[src/rtl/sm83_alu_pkg.sv]
// Shared types and constants for the SM83 nibble-serial ALU.
// Holds op codes, sequencer states, nibble-slice functions and DAA adjust constants.
package sm83_alu_pkg;

  typedef enum logic [4:0] {
    OP_ADD, OP_ADC, OP_SUB, OP_SBC, OP_AND, OP_XOR, OP_OR, OP_CP,
    OP_INC, OP_DEC, OP_DAA, OP_RLC, OP_RRC, OP_RL, OP_RR, OP_SLA,
    OP_SRA, OP_SRL, OP_SWAP
  } alu_op_t;

  typedef enum logic [1:0] {
    ST_IDLE, ST_LO, ST_HI, ST_DONE
  } alu_state_t;

  typedef enum logic [1:0] {
    NF_ARITH, NF_AND, NF_XOR, NF_OR
  } nib_fn_t;

  localparam logic [7:0] DAA_LO_ADJ   = 8'h06;
  localparam logic [7:0] DAA_HI_ADJ   = 8'h60;
  localparam logic [7:0] DAA_HI_LIMIT = 8'h99;

endpackage

[src/rtl/sm83_alu_nibble.sv]
// Combinational 4-bit add/subtract/logic slice; time-shared by both nibble passes.
// In subtract mode cin and cout carry borrow sense, so the chained borrow needs no fix-up.
module sm83_alu_nibble
  import sm83_alu_pkg::*;
(
  input  logic [3:0] x,
  input  logic [3:0] y,
  input  logic       cin,
  input  logic       sub,
  input  nib_fn_t    logic_op,
  output logic [3:0] r,
  output logic       cout
);

  logic [3:0] y_eff;
  logic [4:0] sum;

  always_comb begin
    y_eff = sub ? ~y : y;
    sum   = {1'b0, x} + {1'b0, y_eff} + {4'd0, cin ^ sub};
    r     = sum[3:0];
    cout  = sum[4] ^ sub;
    case (logic_op)
      NF_AND:  begin r = x & y; cout = 1'b0; end
      NF_XOR:  begin r = x ^ y; cout = 1'b0; end
      NF_OR:   begin r = x | y; cout = 1'b0; end
      default: ;
    endcase
  end

endmodule

[src/rtl/sm83_alu_nibble_seq.sv]
// Nibble-serial SM83 ALU: start at edge N, half carry strobed after N+1, full result after N+2.
// start is honoured only while ready (IDLE/DONE); requests during LO/HI are silently dropped.
module sm83_alu_nibble_seq
  import sm83_alu_pkg::*;
#(
  parameter int OP_W   = 5,
  parameter bit DAA_EN = 1'b1
) (
  input  logic            clk,
  input  logic            rst_n,
  input  logic            start,
  input  logic [OP_W-1:0] op,
  input  logic [7:0]      a,
  input  logic [7:0]      b,
  input  logic            c_in,
  input  logic            h_in,
  input  logic            n_in,
  output logic            ready,
  output logic            hc_valid,
  output logic            c_valid,
  output logic            carry_out,
  output logic [7:0]      result,
  output logic            zero_out,
  output logic            sign_out,
  output logic            shift_out,
  output logic            daa_carry
);

  alu_state_t state_q;
  alu_op_t    op_q;
  logic [7:0] a_q, b_q, result_q;
  logic [3:0] lo_q;
  logic       c_q, h_q, n_q, carry_q, zero_q, sign_q, shift_q, daac_q;

  logic [7:0] y8, daa_corr, sh_res, res_d;
  logic       sub, cin0, is_shift, sh_out, lo_fix, hi_fix, daac_d, in_hi;
  nib_fn_t    fn;
  logic [3:0] nib_x, nib_y, nib_r;
  logic       nib_cin, nib_cout;

  // DAA correction depends only on latched operands, so it is stable across both passes.
  always_comb begin
    lo_fix   = n_q ? h_q : (h_q || (a_q[3:0] > 4'd9));
    hi_fix   = n_q ? c_q : (c_q || (a_q > DAA_HI_LIMIT));
    daa_corr = (lo_fix ? DAA_LO_ADJ : 8'h00) | (hi_fix ? DAA_HI_ADJ : 8'h00);
    daac_d   = DAA_EN && (op_q == OP_DAA) && hi_fix;
  end

  always_comb begin
    y8       = b_q;
    sub      = 1'b0;
    cin0     = 1'b0;
    fn       = NF_ARITH;
    is_shift = 1'b0;
    case (op_q)
      OP_ADC:         cin0 = c_q;
      OP_SUB, OP_CP:  sub = 1'b1;
      OP_SBC:         begin sub = 1'b1; cin0 = c_q; end
      OP_AND:         fn = NF_AND;
      OP_XOR:         fn = NF_XOR;
      OP_OR:          fn = NF_OR;
      OP_INC:         y8 = 8'h01;
      OP_DEC:         begin y8 = 8'h01; sub = 1'b1; end
      OP_DAA: begin
        y8  = DAA_EN ? daa_corr : 8'h00;
        sub = DAA_EN && n_q;
      end
      OP_RLC, OP_RRC, OP_RL, OP_RR, OP_SLA, OP_SRA, OP_SRL, OP_SWAP: is_shift = 1'b1;
      default: ;
    endcase
  end

  always_comb begin
    sh_res = a_q;
    sh_out = 1'b0;
    case (op_q)
      OP_RLC:  begin sh_res = {a_q[6:0], a_q[7]}; sh_out = a_q[7]; end
      OP_RRC:  begin sh_res = {a_q[0], a_q[7:1]}; sh_out = a_q[0]; end
      OP_RL:   begin sh_res = {a_q[6:0], c_q};    sh_out = a_q[7]; end
      OP_RR:   begin sh_res = {c_q, a_q[7:1]};    sh_out = a_q[0]; end
      OP_SLA:  begin sh_res = {a_q[6:0], 1'b0};   sh_out = a_q[7]; end
      OP_SRA:  begin sh_res = {a_q[7], a_q[7:1]}; sh_out = a_q[0]; end
      OP_SRL:  begin sh_res = {1'b0, a_q[7:1]};   sh_out = a_q[0]; end
      OP_SWAP: sh_res = {a_q[3:0], a_q[7:4]};
      default: ;
    endcase
  end

  assign in_hi   = (state_q == ST_HI);
  assign nib_x   = in_hi ? a_q[7:4] : a_q[3:0];
  assign nib_y   = in_hi ? y8[7:4]  : y8[3:0];
  assign nib_cin = in_hi ? carry_q  : cin0;
  assign res_d   = is_shift ? sh_res : {nib_r, lo_q};

  sm83_alu_nibble u_nibble (
    .x        (nib_x),
    .y        (nib_y),
    .cin      (nib_cin),
    .sub      (sub),
    .logic_op (fn),
    .r        (nib_r),
    .cout     (nib_cout)
  );

  always_ff @(posedge clk or negedge rst_n) begin
    if (!rst_n) begin
      state_q  <= ST_IDLE;
      op_q     <= OP_ADD;
      a_q      <= 8'h00;
      b_q      <= 8'h00;
      c_q      <= 1'b0;
      h_q      <= 1'b0;
      n_q      <= 1'b0;
      lo_q     <= 4'h0;
      carry_q  <= 1'b0;
      result_q <= 8'h00;
      zero_q   <= 1'b0;
      sign_q   <= 1'b0;
      shift_q  <= 1'b0;
      daac_q   <= 1'b0;
    end else begin
      case (state_q)
        ST_IDLE, ST_DONE: begin
          if (start) begin
            state_q <= ST_LO;
            op_q    <= alu_op_t'(op);
            a_q     <= a;
            b_q     <= b;
            c_q     <= c_in;
            h_q     <= h_in;
            n_q     <= n_in;
          end else begin
            state_q <= ST_IDLE;
          end
        end
        ST_LO: begin
          state_q <= ST_HI;
          lo_q    <= nib_r;
          carry_q <= nib_cout && !is_shift;
        end
        ST_HI: begin
          state_q  <= ST_DONE;
          carry_q  <= nib_cout && !is_shift;
          result_q <= res_d;
          zero_q   <= (res_d == 8'h00);
          sign_q   <= res_d[7];
          shift_q  <= is_shift && sh_out;
          daac_q   <= daac_d;
        end
        default: state_q <= ST_IDLE;
      endcase
    end
  end

  assign ready     = (state_q == ST_IDLE) || (state_q == ST_DONE);
  assign hc_valid  = (state_q == ST_HI);
  assign c_valid   = (state_q == ST_DONE);
  assign carry_out = carry_q;
  assign result    = result_q;
  assign zero_out  = zero_q;
  assign sign_out  = sign_q;
  assign shift_out = shift_q;
  assign daa_carry = daac_q;

endmodule
[config.mk]
export PLATFORM = sky130hd
export DESIGN_NAME = sm83_alu_nibble_seq
export DESIGN_NICKNAME = d
export VERILOG_FILES = /design/src/rtl/sm83_alu_pkg.sv /design/src/rtl/sm83_alu_nibble.sv /design/src/rtl/sm83_alu_nibble_seq.sv
export SDC_FILE = /design/constraint.sdc
export NUM_CORES = 1
export LEC_CHECK = 0
export ABC_AREA = 1
export CORE_MARGIN = 4
export CORE_UTILIZATION = 48
export CTS_CLUSTER_SIZE = 8
export DETAILED_ROUTE_END_ITERATION = 10
export PLACE_DENSITY_LB_ADDON = 0.08
export SETUP_SLACK_MARGIN = 0.5
export SYNTH_ARGS = -nofsm -noshare
export SYNTH_HDL_FRONTEND = slang
export SYNTH_SLANG_ARGS = --single-unit
[constraint.sdc]
create_clock -name clk -period 2.75 [get_ports clk]
set_input_delay 0.825 -clock clk [delete_from_list [all_inputs] [get_ports clk]]
set_output_delay 0.825 -clock clk [all_outputs]
set_load 0.01 [all_outputs]
==> flow_metrics.tcl <==
set metrics [dict create \
    outcome "complete, no violations" \
    start_kind "flip-flop" \
    io_buffers 42 \
    worstHoldPathCells 2 \
    min_period_ps 2730 \
    drv_cap 0 \
    grt_pass1_vias 2681 \
    path_clk_slew_ps 80 \
    synth_top_area_cell "dfrtp_1" \
    die_w_um 83.7 \
    max_slew_margin_pct 59.2 \
    die_h_um 83.7 \
    vias 2689 \
    clock_latency_ps 300 \
    final_util_pct 68.7 \
    hpwlAfterDp_mm 5.76 \
    fin_ws_ps 23.2 \
    grt_pass1_wl_mm 12.7 \
    clock_path_buffers 2 \
    ys_ff_latch 42 \
    htreeDepth 2 \
    post-place-ws_ps -1.74 \
    clock_sink_count 42 \
    syn_avg_cell_area_um2 7.32 \
    root_buffer "clkbuf_8" \
    gp_congestion 0.932 \
    reg2reg_setup_slack_ps 20 \
    path_delay_family "simple AND/OR/NAND/NOR gates" \
    whs_ps 487 \
    worst_slew_pin_slew_ps 612 \
    synth_edf_count 0 \
    cts_buffers 5 \
    num_antenna_cells 0 \
    drive_above_1_share_pct 24.2 \
    clock_skew_ps 3.84 \
    core_region_area_um2 5540 \
    required_ps 2990 \
    syn_inst 376 \
    fin_area_um2 3800 \
    area_delta_synth_final_pct 38.1 \
    n_fill_cell 497 \
    placed_area_um2 3500 \
    ys_top_cells_by_count "nand2_1, nor2_1, inv_1" \
    min_period_over_period_pct 99.2 \
    start_util_pct 49.7 \
    grt_max_degree 40 \
    report.final.slew_viol_count 0 \
    crit_arrival_ps 2970 \
    ios 43 \
    holdBufCountCts 0 \
    synthesis.area_um2 2750 \
    hp-start "result[1]" \
    via_per_inst 5.07 \
    path_cells "nor2_4, nand2_2, nor2_4, buf_4, o21ai_0, buf_4, nand2_1, nand2_1, nand3_4, inv_1, nand2_1, nand2_2, ha_4, nand3_1, nand3_1, nand2_1, o21ai_2, nor2_1, nor2_1, nand3_1, nand2_1" \
    gr-usage-all-layers_pct 22.5 \
    yosys_most_used_dff "dfrtp_1" \
    hold-path-endpoint "result[1]" \
    synth_fp_nets 419 \
    synth.most_common_cell "nand2_1" \
    powerDensity_nw_per_um2 1510 \
    wirelength_mm 7.55 \
    yosysWarnings 0 \
    cpMostUsedCell "nand2_1" \
    r2r_start "op_q[2]" \
    cp_slowest_cell "dfrtp_2" \
    row_count 27 \
    path_max_fanout 4 \
    postRouteAntennaNets 0 \
    rsz0062_at_grt "yes" \
    crit_path_end_kind "flip-flop" \
    dr.pass1.iters 4 \
    max_freq_mhz 367 \
    p_leak_nw 1.89 \
    drt_iter0_drc 203 \
    r2r_cells 21 \
    hold_violations 0 \
    hold_path_class "reg2reg" \
    die-area_um2 7010 \
    worst-path-buf-inv 3 \
    async_reset_ff_share_pct 100 \
    path_class "reg2reg" \
    finalPower_w 0.00574 \
    cts_tree "built" \
    cpPeakStageDelay_ps 440 \
    grt_antenna_before_repair 0 \
    final_nets 500 \
    synth_top_area_share_pct 38.2 \
    ys_seq_area_share_pct 38.2 \
    wl_per_cell_um 14.2 \
    drc 0 \
    ir_drop_v 0.000810 \
    worst_r2r_endpoint "zero_out" \
    grt_overflow 0 \
    ys_top_cells_by_area "dfrtp_1, nand2_1, nor2_1" \
    setup_violations 0 \
    yosysUniqueCellTypes 31 \
]
==> where the power goes <==
part / total [W] / internal, W / switching, W
Sequential: 0.00115 / 0.000930 / 0.000222
Clock: 0.000406 / 0.000179 / 0.000226
Combinational: 0.00419 / 0.00185 / 0.00234
==> worst max path at each step <==
stage                 start       end  slack [ps]  cells after the start
floorplan           op_q[3]  zero_out         150                     17
global placement    op_q[2]  zero_out          50                     19
detailed placement  op_q[2]  zero_out          -2                     19
CTS                 op_q[0]  zero_out          30                     21
global route        op_q[0]  zero_out        -130                     21
finish              op_q[2]  zero_out          20                     21
==> tightest hold or removal path, stage by stage (launching register included) <==
cell and delay (ps):
dfrtp_1 350, nand2_1 50, o21ai_0 60
==> logic make-up (layout without fill, tap and decap cells) <==
| family | Yosys count | count (layout) | share of synthesized area [%] |
|---|---|---|---|
| buffers and inverters | 61 | 143 | 8.72 |
| multiplexers | 10 | 10 | 4.09 |
| adder cells (fa/ha/maj) | 16 | 16 | 7.81 |
| AND/OR/NAND/NOR | 194 | 194 | 30.3 |
| flip-flops | 42 | 42 | 38.2 |
| AO/OA/AOI/OAI | 49 | 49 | 9.68 |
| XOR/XNOR | 4 | 4 | 1.27 |
==> stage by stage <==
stage / std cells / TNS (ps)
after detailed placement: 510 / -1.74
final: 530 / 0
after global routing: 530 / -296
after CTS: 526 / 0
after global placement: 510 / 0
after floorplan: 376 / 0
==> registers in the layout (all words and copies together), names as in the netlist <==
signal	count
a_q	8
b_q	8
result	8
op_q	5
lo_q	4
state_q	2
c_q	1
carry_out	1
daa_carry	1
h_q	1
n_q	1
shift_out	1
zero_out	1
==> what timing repair did <==
item	in CTS	in global routing
pin swaps	15	19
resized for setup	24	15
setup endpoints to repair	12	12
buffers inserted	8	4
==> final cells by class <==
class / count / area, µm² / area share (%)
Clock buffer: 6 / 72.6 / 1.91
Clock inverter: 2 / 13.8 / 0.362
Inverter: 50 / 193 / 5.07
Multi-Input combinational cell: 273 / 1630 / 42.8
Sequential cell: 42 / 1050 / 27.7
Tap cell: 72 / 90.1 / 2.37
Timing Repair Buffer: 85 / 754 / 19.8
==> cells in the final DEF (no fill, tap or decap), drive strengths merged <==
cell and instances:
nor3 2, buf 44, nand4 8, dlymetal6s2s 1, o21ai 25, dlygate4sd2 1
mux2 10, o22ai 1, or2 2, o21a 1, a31oi 2, clkbuf 7
dfrtp 42, clkinv 2, fa 2, clkdlybuf4s50 38, xor2 4, ha 14
nand3 31, nand2 93, o211ai 2, nor2 57, nand3b 1, a21oi 18
inv 50
==> routing by layer <==
metal	up-vias	share of wire [%]	wire, µm	track usage (%)
li1	1360	-	-	-
met1	1228	41	3130	29.0
met2	88	50	3800	38.9
met3	13	6.2	465	3.36
met4	0	2.1	158	6.87
met5	-	0	0	0
Power figures use the tool's default switching activity.
